`config.mk`:
```
export PLATFORM = sky130hd
export DESIGN_NAME = prog_clock_divider
export DESIGN_NICKNAME = d
export VERILOG_FILES = /design/src/rtl/clkdiv_pkg.sv /design/src/rtl/clkdiv_channel.sv /design/src/rtl/prog_clock_divider.sv
export SDC_FILE = /design/constraint.sdc
export NUM_CORES = 1
export LEC_CHECK = 0
export ABC_AREA = 1
export CAP_MARGIN = 0
export CORE_UTILIZATION = 56
export CTS_CLUSTER_DIAMETER = 150
export CTS_CLUSTER_SIZE = 8
export DETAILED_ROUTE_END_ITERATION = 12
export HOLD_SLACK_MARGIN = 0.1
export PLACE_DENSITY = 0.86
export SLEW_MARGIN = 5
export SYNTH_ARGS = -nofsm -noshare
export SYNTH_HDL_FRONTEND = slang
export SYNTH_HIERARCHICAL = 1
export SYNTH_SLANG_ARGS = --single-unit
```
`constraint.sdc`:
```
create_clock -name board_clock -period 2.8 [get_ports board_clock]
set_input_delay 0.56 -clock board_clock [delete_from_list [all_inputs] [get_ports board_clock]]
set_output_delay 0.56 -clock board_clock [all_outputs]
set_load 0.02 [all_outputs]
```
`src/rtl/clkdiv_pkg.sv`:
```
`default_nettype none
// ============================================================================
// Module   : clkdiv_pkg
// Purpose  : Shared constants and types for the programmable clock divider.
//            MIN_DIV is the smallest ratio a channel may run at, and
//            CNT_W_DEF is the default divisor/counter width.
// Ports    : none (package)
// Revision : 1.0 - initial release
// ============================================================================
package clkdiv_pkg;

    localparam int MIN_DIV   = 2;
    localparam int CNT_W_DEF = 16;

    typedef logic [CNT_W_DEF-1:0] div_t;

endpackage
`default_nettype wire

```
`src/rtl/clkdiv_channel.sv`:
```
`default_nettype none
// ============================================================================
// Module   : clkdiv_channel
// Purpose  : One divider channel. It holds the period counter, the shadow
//            ratio (written by the load path), the active ratio (used by the
//            counter) and the registered clk/tick outputs.
// Ports    : board_clock - sole clock, posedge
//            reset       - asynchronous, active-high
//            enable      - run enable for this channel
//            wr_en       - write wr_value into the shadow ratio
//            wr_value    - already-clamped ratio (>= MIN_DIV)
//            clk         - divided clock, registered
//            tick        - one-cycle strobe marking phase 0 of each period
// Revision : 1.0 - initial release
// ============================================================================
module clkdiv_channel
    import clkdiv_pkg::*;
#(
    parameter int CNT_W       = CNT_W_DEF,
    parameter int DEFAULT_DIV = MIN_DIV
) (
    input  logic             board_clock,
    input  logic             reset,
    input  logic             enable,
    input  logic             wr_en,
    input  logic [CNT_W-1:0] wr_value,
    output logic             clk,
    output logic             tick
);

    localparam logic [CNT_W-1:0] c_default_div = CNT_W'(DEFAULT_DIV);

    logic [CNT_W-1:0] r_cnt;
    logic [CNT_W-1:0] r_active;
    logic [CNT_W-1:0] r_shadow;
    logic             r_clk;
    logic             r_tick;

    logic [CNT_W:0]   w_half;
    logic             w_high;
    logic             w_wrap;

    // ceil(N/2) in one extra bit so N = 2**CNT_W-1 cannot overflow.
    assign w_half = ({1'b0, r_active} + {{CNT_W{1'b0}}, 1'b1}) >> 1;
    assign w_high = ({1'b0, r_cnt} < w_half);
    // active is never below MIN_DIV, so active-1 cannot underflow.
    assign w_wrap = (r_cnt == (r_active - 1'b1));

    // The outputs decode the counter value present at the edge, so the first
    // enabled edge emits phase 0 (clk=1, tick=1) straight from the held cnt=0.
    always_ff @(posedge board_clock or posedge reset) begin
        if (reset) begin
            r_cnt    <= '0;
            r_active <= c_default_div;
            r_shadow <= c_default_div;
            r_clk    <= 1'b0;
            r_tick   <= 1'b0;
        end else begin
            if (wr_en) begin
                r_shadow <= wr_value;
            end
            if (!enable) begin
                // Idle: counter parked at phase 0, new ratio taken immediately.
                r_cnt    <= '0;
                r_clk    <= 1'b0;
                r_tick   <= 1'b0;
                r_active <= r_shadow;
            end else begin
                r_clk  <= w_high;
                r_tick <= (r_cnt == '0);
                if (w_wrap) begin
                    // Period boundary: the shadow value read here is the one
                    // from before any same-edge write, so a load coinciding
                    // with the wrap takes effect one period later.
                    r_cnt    <= '0;
                    r_active <= r_shadow;
                end else begin
                    r_cnt <= r_cnt + 1'b1;
                end
            end
        end
    end

    assign clk  = r_clk;
    assign tick = r_tick;

endmodule
`default_nettype wire

```
`src/rtl/prog_clock_divider.sv`:
```
`default_nettype none
// ============================================================================
// Module   : prog_clock_divider
// Purpose  : Multi-channel run-time programmable clock divider. Produces
//            NUM_CH divided clocks and matching tick strobes from board_clock.
//            Ratios are reprogrammed through a load handshake and applied at
//            period boundaries so no runt or stretched pulse is produced.
// Ports    : board_clock - sole clock, posedge
//            reset       - asynchronous, active-high
//            enable      - [NUM_CH] per-channel run enable
//            div_load    - load request pulse
//            div_ch      - [CH_W] channel addressed by div_load
//            div_value   - [CNT_W] requested ratio
//            div_ack     - pulse: load accepted (valid channel)
//            div_err     - pulse: ratio clamped or channel out of range
//            clk         - [NUM_CH] divided clocks
//            tick        - [NUM_CH] strobe on each rising edge of clk[i]
// Revision : 1.0 - initial release
// ============================================================================
module prog_clock_divider
    import clkdiv_pkg::*;
#(
    parameter int NUM_CH      = 2,
    parameter int CNT_W       = CNT_W_DEF,
    parameter int CH_W        = 1,
    parameter int DEFAULT_DIV = 2
) (
    input  logic              board_clock,
    input  logic              reset,
    input  logic [NUM_CH-1:0] enable,
    input  logic              div_load,
    input  logic [CH_W-1:0]   div_ch,
    input  logic [CNT_W-1:0]  div_value,
    output logic              div_ack,
    output logic              div_err,
    output logic [NUM_CH-1:0] clk,
    output logic [NUM_CH-1:0] tick
);

    localparam logic [CNT_W-1:0] c_min_div = CNT_W'(MIN_DIV);
    localparam logic [31:0]      c_num_ch  = 32'(NUM_CH);

    logic [31:0]       w_ch_idx;
    logic              w_ch_ok;
    logic              w_clamp;
    logic [CNT_W-1:0]  w_wr_value;
    logic [NUM_CH-1:0] w_wr_en;
    logic              r_ack;
    logic              r_err;

    assign w_ch_idx   = 32'(div_ch);
    assign w_ch_ok    = (w_ch_idx < c_num_ch);
    assign w_clamp    = (div_value < c_min_div);
    assign w_wr_value = w_clamp ? c_min_div : div_value;

    always_ff @(posedge board_clock or posedge reset) begin
        if (reset) begin
            r_ack <= 1'b0;
            r_err <= 1'b0;
        end else begin
            r_ack <= div_load & w_ch_ok;
            r_err <= div_load & (~w_ch_ok | w_clamp);
        end
    end

    assign div_ack = r_ack;
    assign div_err = r_err;

    generate
        for (genvar i = 0; i < NUM_CH; i++) begin : g_ch
            assign w_wr_en[i] = div_load & w_ch_ok & (w_ch_idx == 32'(i));

            clkdiv_channel #(
                .CNT_W       (CNT_W),
                .DEFAULT_DIV (DEFAULT_DIV)
            ) u_channel (
                .board_clock (board_clock),
                .reset       (reset),
                .enable      (enable[i]),
                .wr_en       (w_wr_en[i]),
                .wr_value    (w_wr_value),
                .clk         (clk[i]),
                .tick        (tick[i])
            );
        end
    endgenerate

endmodule
`default_nettype wire
```
==> impl_metrics.csv <==
group,metric,value,unit
clock_network,clkLatencyLatePin,0.36,ns
final_layout,design_area,0.00817,mm2
critical_path,critPathMaxFanout,4,
power_and_ir_drop,ir_drop,0.642,mV
global_routing,grt_max_degree,51,
critical_path,r2r_setup_slack,-0.03,ns
floorplan,coreArea,0.0127,mm2
yosys,async_flop_share,100,%
power_and_ir_drop,power.total,4.27,mW
critical_path,reg2reg_to,"g_ch[0].u_channel/clk",
final_layout,nNetsFinal,1016,
timing,finalCritPeriodShare,101,%
yosys,synth-xor-area-share,7.34,%
yosys,syn_nets,1001,
yosys,syn-instance-count,941,
yosys,yosysTopAreaCell,"dfrtp_1",
final_layout,drive_above_1_share,17.0,%
routing,dr.first_iter.drc_count,476,
timing,final.setup.worst_slack,-0.0260,ns
timing,worst_pin_slew,0.707,ns
critical_path,crit_start,"g_ch[0].u_channel/r_active[1]",
yosys,synth_top_family_by_area,"simple AND/OR/NAND/NOR gates",
global_routing,grt_pass1_wl,28000,um
global_routing,grt_remaining_overflow,0,
clock_network,cts_buffers,9,
clock_network,cts_buffer_depth,2,
critical_path,cp.arrival,3.12,ns
yosys,synth-simple-area-share,33.6,%
yosys,synthTopCellsByCount,"nand2_1 (233), nor2_1 (102), dfrtp_1 (98), inv_1 (92), nand3_1 (89)",
floorplan,die_area,0.0135,mm2
timing,max_freq,354,MHz
yosys,ys_seq_elements,102,
outcome,violations,"setup timing",
timing,hold_violations,0,
yosys,synth_edf_count,0,
yosys,yosysSeqAreaShare,35.1,%
yosys,ys_types,43,
yosys,synth.most_common_cell,"nand2_1",
flow_run,cap_violations,0,
timing,fin_skew,0.00909,ns
yosys,syn_area_per_cell,7.74,um2
placed_design,hpwlAfterDp,12300,um
yosys,yosys_warnings,6,
routing,drc,0,
clock_network,clock-root-buffer,"clkbuf_16",
critical_path,reg2regPathDepth,19,
clock_network,h-tree-depth,3,
final_layout,area_delta_synth_final,12.2,%
power_and_ir_drop,leakage,3.86,nW
power_and_ir_drop,power_density,523,mW/mm2
global_routing,grt_usage,26.7,%
hold_path,hold_class,"input port to asynchronous set/reset pin",
final_layout,diodes,0,
yosys,synth-compound-area-share,3.25,%
global_routing,antenna_found_initial,0,
routing,ant_nets,0,
floorplan,pin_count,28,
critical_path,r2r_start,"g_ch[0].u_channel/r_active[1]",
placed_design,io_buffers,27,
floorplan,initial_utilization,57.5,%
critical_path,critPathKind,"register to register",
yosys,synthFlopType,"dfrtp_1",
floorplan,die_height,116,um
critical_path,worst_setup_path_start_kind,"register",
final_layout,fin_util,64.5,%
yosys,synthTopCellsByArea,"dfrtp_1 (34%), nand2_1 (12%), ha_1 (6.5%), nand3_1 (6.1%), xor2_1 (5.3%)",
yosys,synth_fa_ha_area_share,6.53,%
routing,vias_per_cell,5.47,
clock_network,cts.sinks,102,
floorplan,die_w,116,um
clock_network,path_clk_slew,0.08,ns
timing,drv_slew,0,
floorplan,rows,41,
critical_path,critical_path.endpoint_type,"register",
timing,rsz0062_at_grt,"yes",
timing,setup_viol,1,
clock_network,cts_tree,"done",
routing,routed-via-count,6193,
yosys,syn_area,0.00728,mm2
global_routing,grt_pass1_vias,5845,
timing,layout_min_cycle_time,2.83,ns
placed_design,dpl-instance-area,0.00765,mm2
outcome,outcome,"finished, violations left",
routing,dr.pass1.iters,5,
critical_path,worstPathRequired,3.10,ns
placed_design,place_congestion,0.941,
yosys,synth_mux_area_share,4.95,%
yosys,yosys.area.top_type_share,33.7,%
timing,hold_slack,0.437,ns
timing,slew_headroom,52.8,%
routing,routed_wl,17400,um
routing,routedWlPerCell,15.3,um
registers in the layout (all words and copies together) (netlist names):
name                     cells
g_ch.u_channel/r_cnt        32
g_ch.u_channel/tick          2
div_ack                      1
g_ch.u_channel/r_active     32
div_err                      1
g_ch.u_channel/r_shadow     32
g_ch.u_channel/clk           2
area by class of cell:
cell class	instances	area, um2
Inverter	95	357
Timing Repair Buffer	57	533
Sequential cell	102	2560
Fill cell	979	4500
Clock inverter	7	87.6
Tap cell	172	215
Clock buffer	9	225
Multi-Input combinational cell	691	4190
cells by family after synthesis:
logic type	after synthesis
adders and majority gates	38
xor gates and xnor gates	61
DFF	102
buffers and inverters	148
and+or+nand+nor	517
muxes	32
AOI/OAI and AO/OA	43
cells in the final DEF, fill, tap and decap left out, drive strengths merged:
cell / synthesis / routed
a21oi: 16 / 16
o21ai: 19 / 19
ha: 38 / 38
inv: 94 / 98
or2: 1 / 1
xnor2: 17 / 17
o2111ai: 1 / 1
clkbuf: 23 / 9
o21a: 1 / 1
nand2: 255 / 255
clkdlybuf4s50: 0 / 27
bufinv: 0 / 1
nand3b: 8 / 8
nand3: 90 / 90
dfrtp: 98 / 98
o31ai: 2 / 2
nor3: 11 / 11
buf: 30 / 30
dfstp: 4 / 4
clkinv: 1 / 3
o21bai: 2 / 2
nor4: 6 / 6
nor3b: 1 / 1
nand4: 18 / 18
nor2: 127 / 127
mux2: 32 / 32
xor2: 44 / 44
a21o: 2 / 2
report_power, final:
part / switching, mW / internal [mW]
sequential: 0.194 / 1.63
combinational: 0.661 / 0.457
clock: 0.614 / 0.716
worst max-delay path, cell delays in order (launching register included):
cell and delay, ns:
dfstp_2 0.60, ha_4 0.17, nand3_4 0.09, nor2_4 0.11, nand2_2 0.07, nor2_4 0.15
nand3_2 0.11, nor2_2 0.14, nand2_2 0.08, nor2_4 0.13, nand2_1 0.07, xor2_1 0.16
ha_1 0.33, nand2_1 0.07, inv_1 0.03, o21ai_1 0.12, nand2_1 0.06, a21oi_1 0.11
nand2_1 0.06, nor2_1 0.10
stage by stage:
stage / setup TNS [ns] / std cells / worst slack [ns]
6_report: -0.0260 / 1133 / -0.0260
5_1_grt: -0.309 / 1133 / -0.184
4_1_cts: 0 / 1127 / 0.0102
3_5_place_dp: -0.0847 / 1108 / -0.0623
3_3_place_gp: 0 / 1108 / 0.0565
2_1_floorplan: 0 / 941 / 0.191
worst max-delay path by stage:
stage	slack, ns	to	cells past startpoint
2_1_floorplan	0.19	g_ch[0].u_channel/clk	19
3_3_place_gp	0.06	g_ch[0].u_channel/clk	19
3_5_place_dp	-0.06	g_ch[0].u_channel/clk	16
4_1_cts	0.01	g_ch[1].u_channel/clk	16
5_1_grt	-0.18	g_ch[0].u_channel/clk	19
6_report	-0.03	g_ch[0].u_channel/clk	19
per-layer routing:
metal	vias to the layer above	share of wire [%]	GRT usage, %	routed length [um]
met5	-	0	0	0
met4	0	2.6	9.40	453
met3	44	6.4	5.60	1110
met2	214	47	41.9	8100
met1	2915	44	36.6	7700
li1	3020	-	-	-
timing repair:
action,CTS,global route
endpoints found under the setup margin,2,2
setup buffers,3,6
resized for setup,10,25
hold buffers,0,0
pin swaps,5,18
Power figures use the tool's default switching activity.
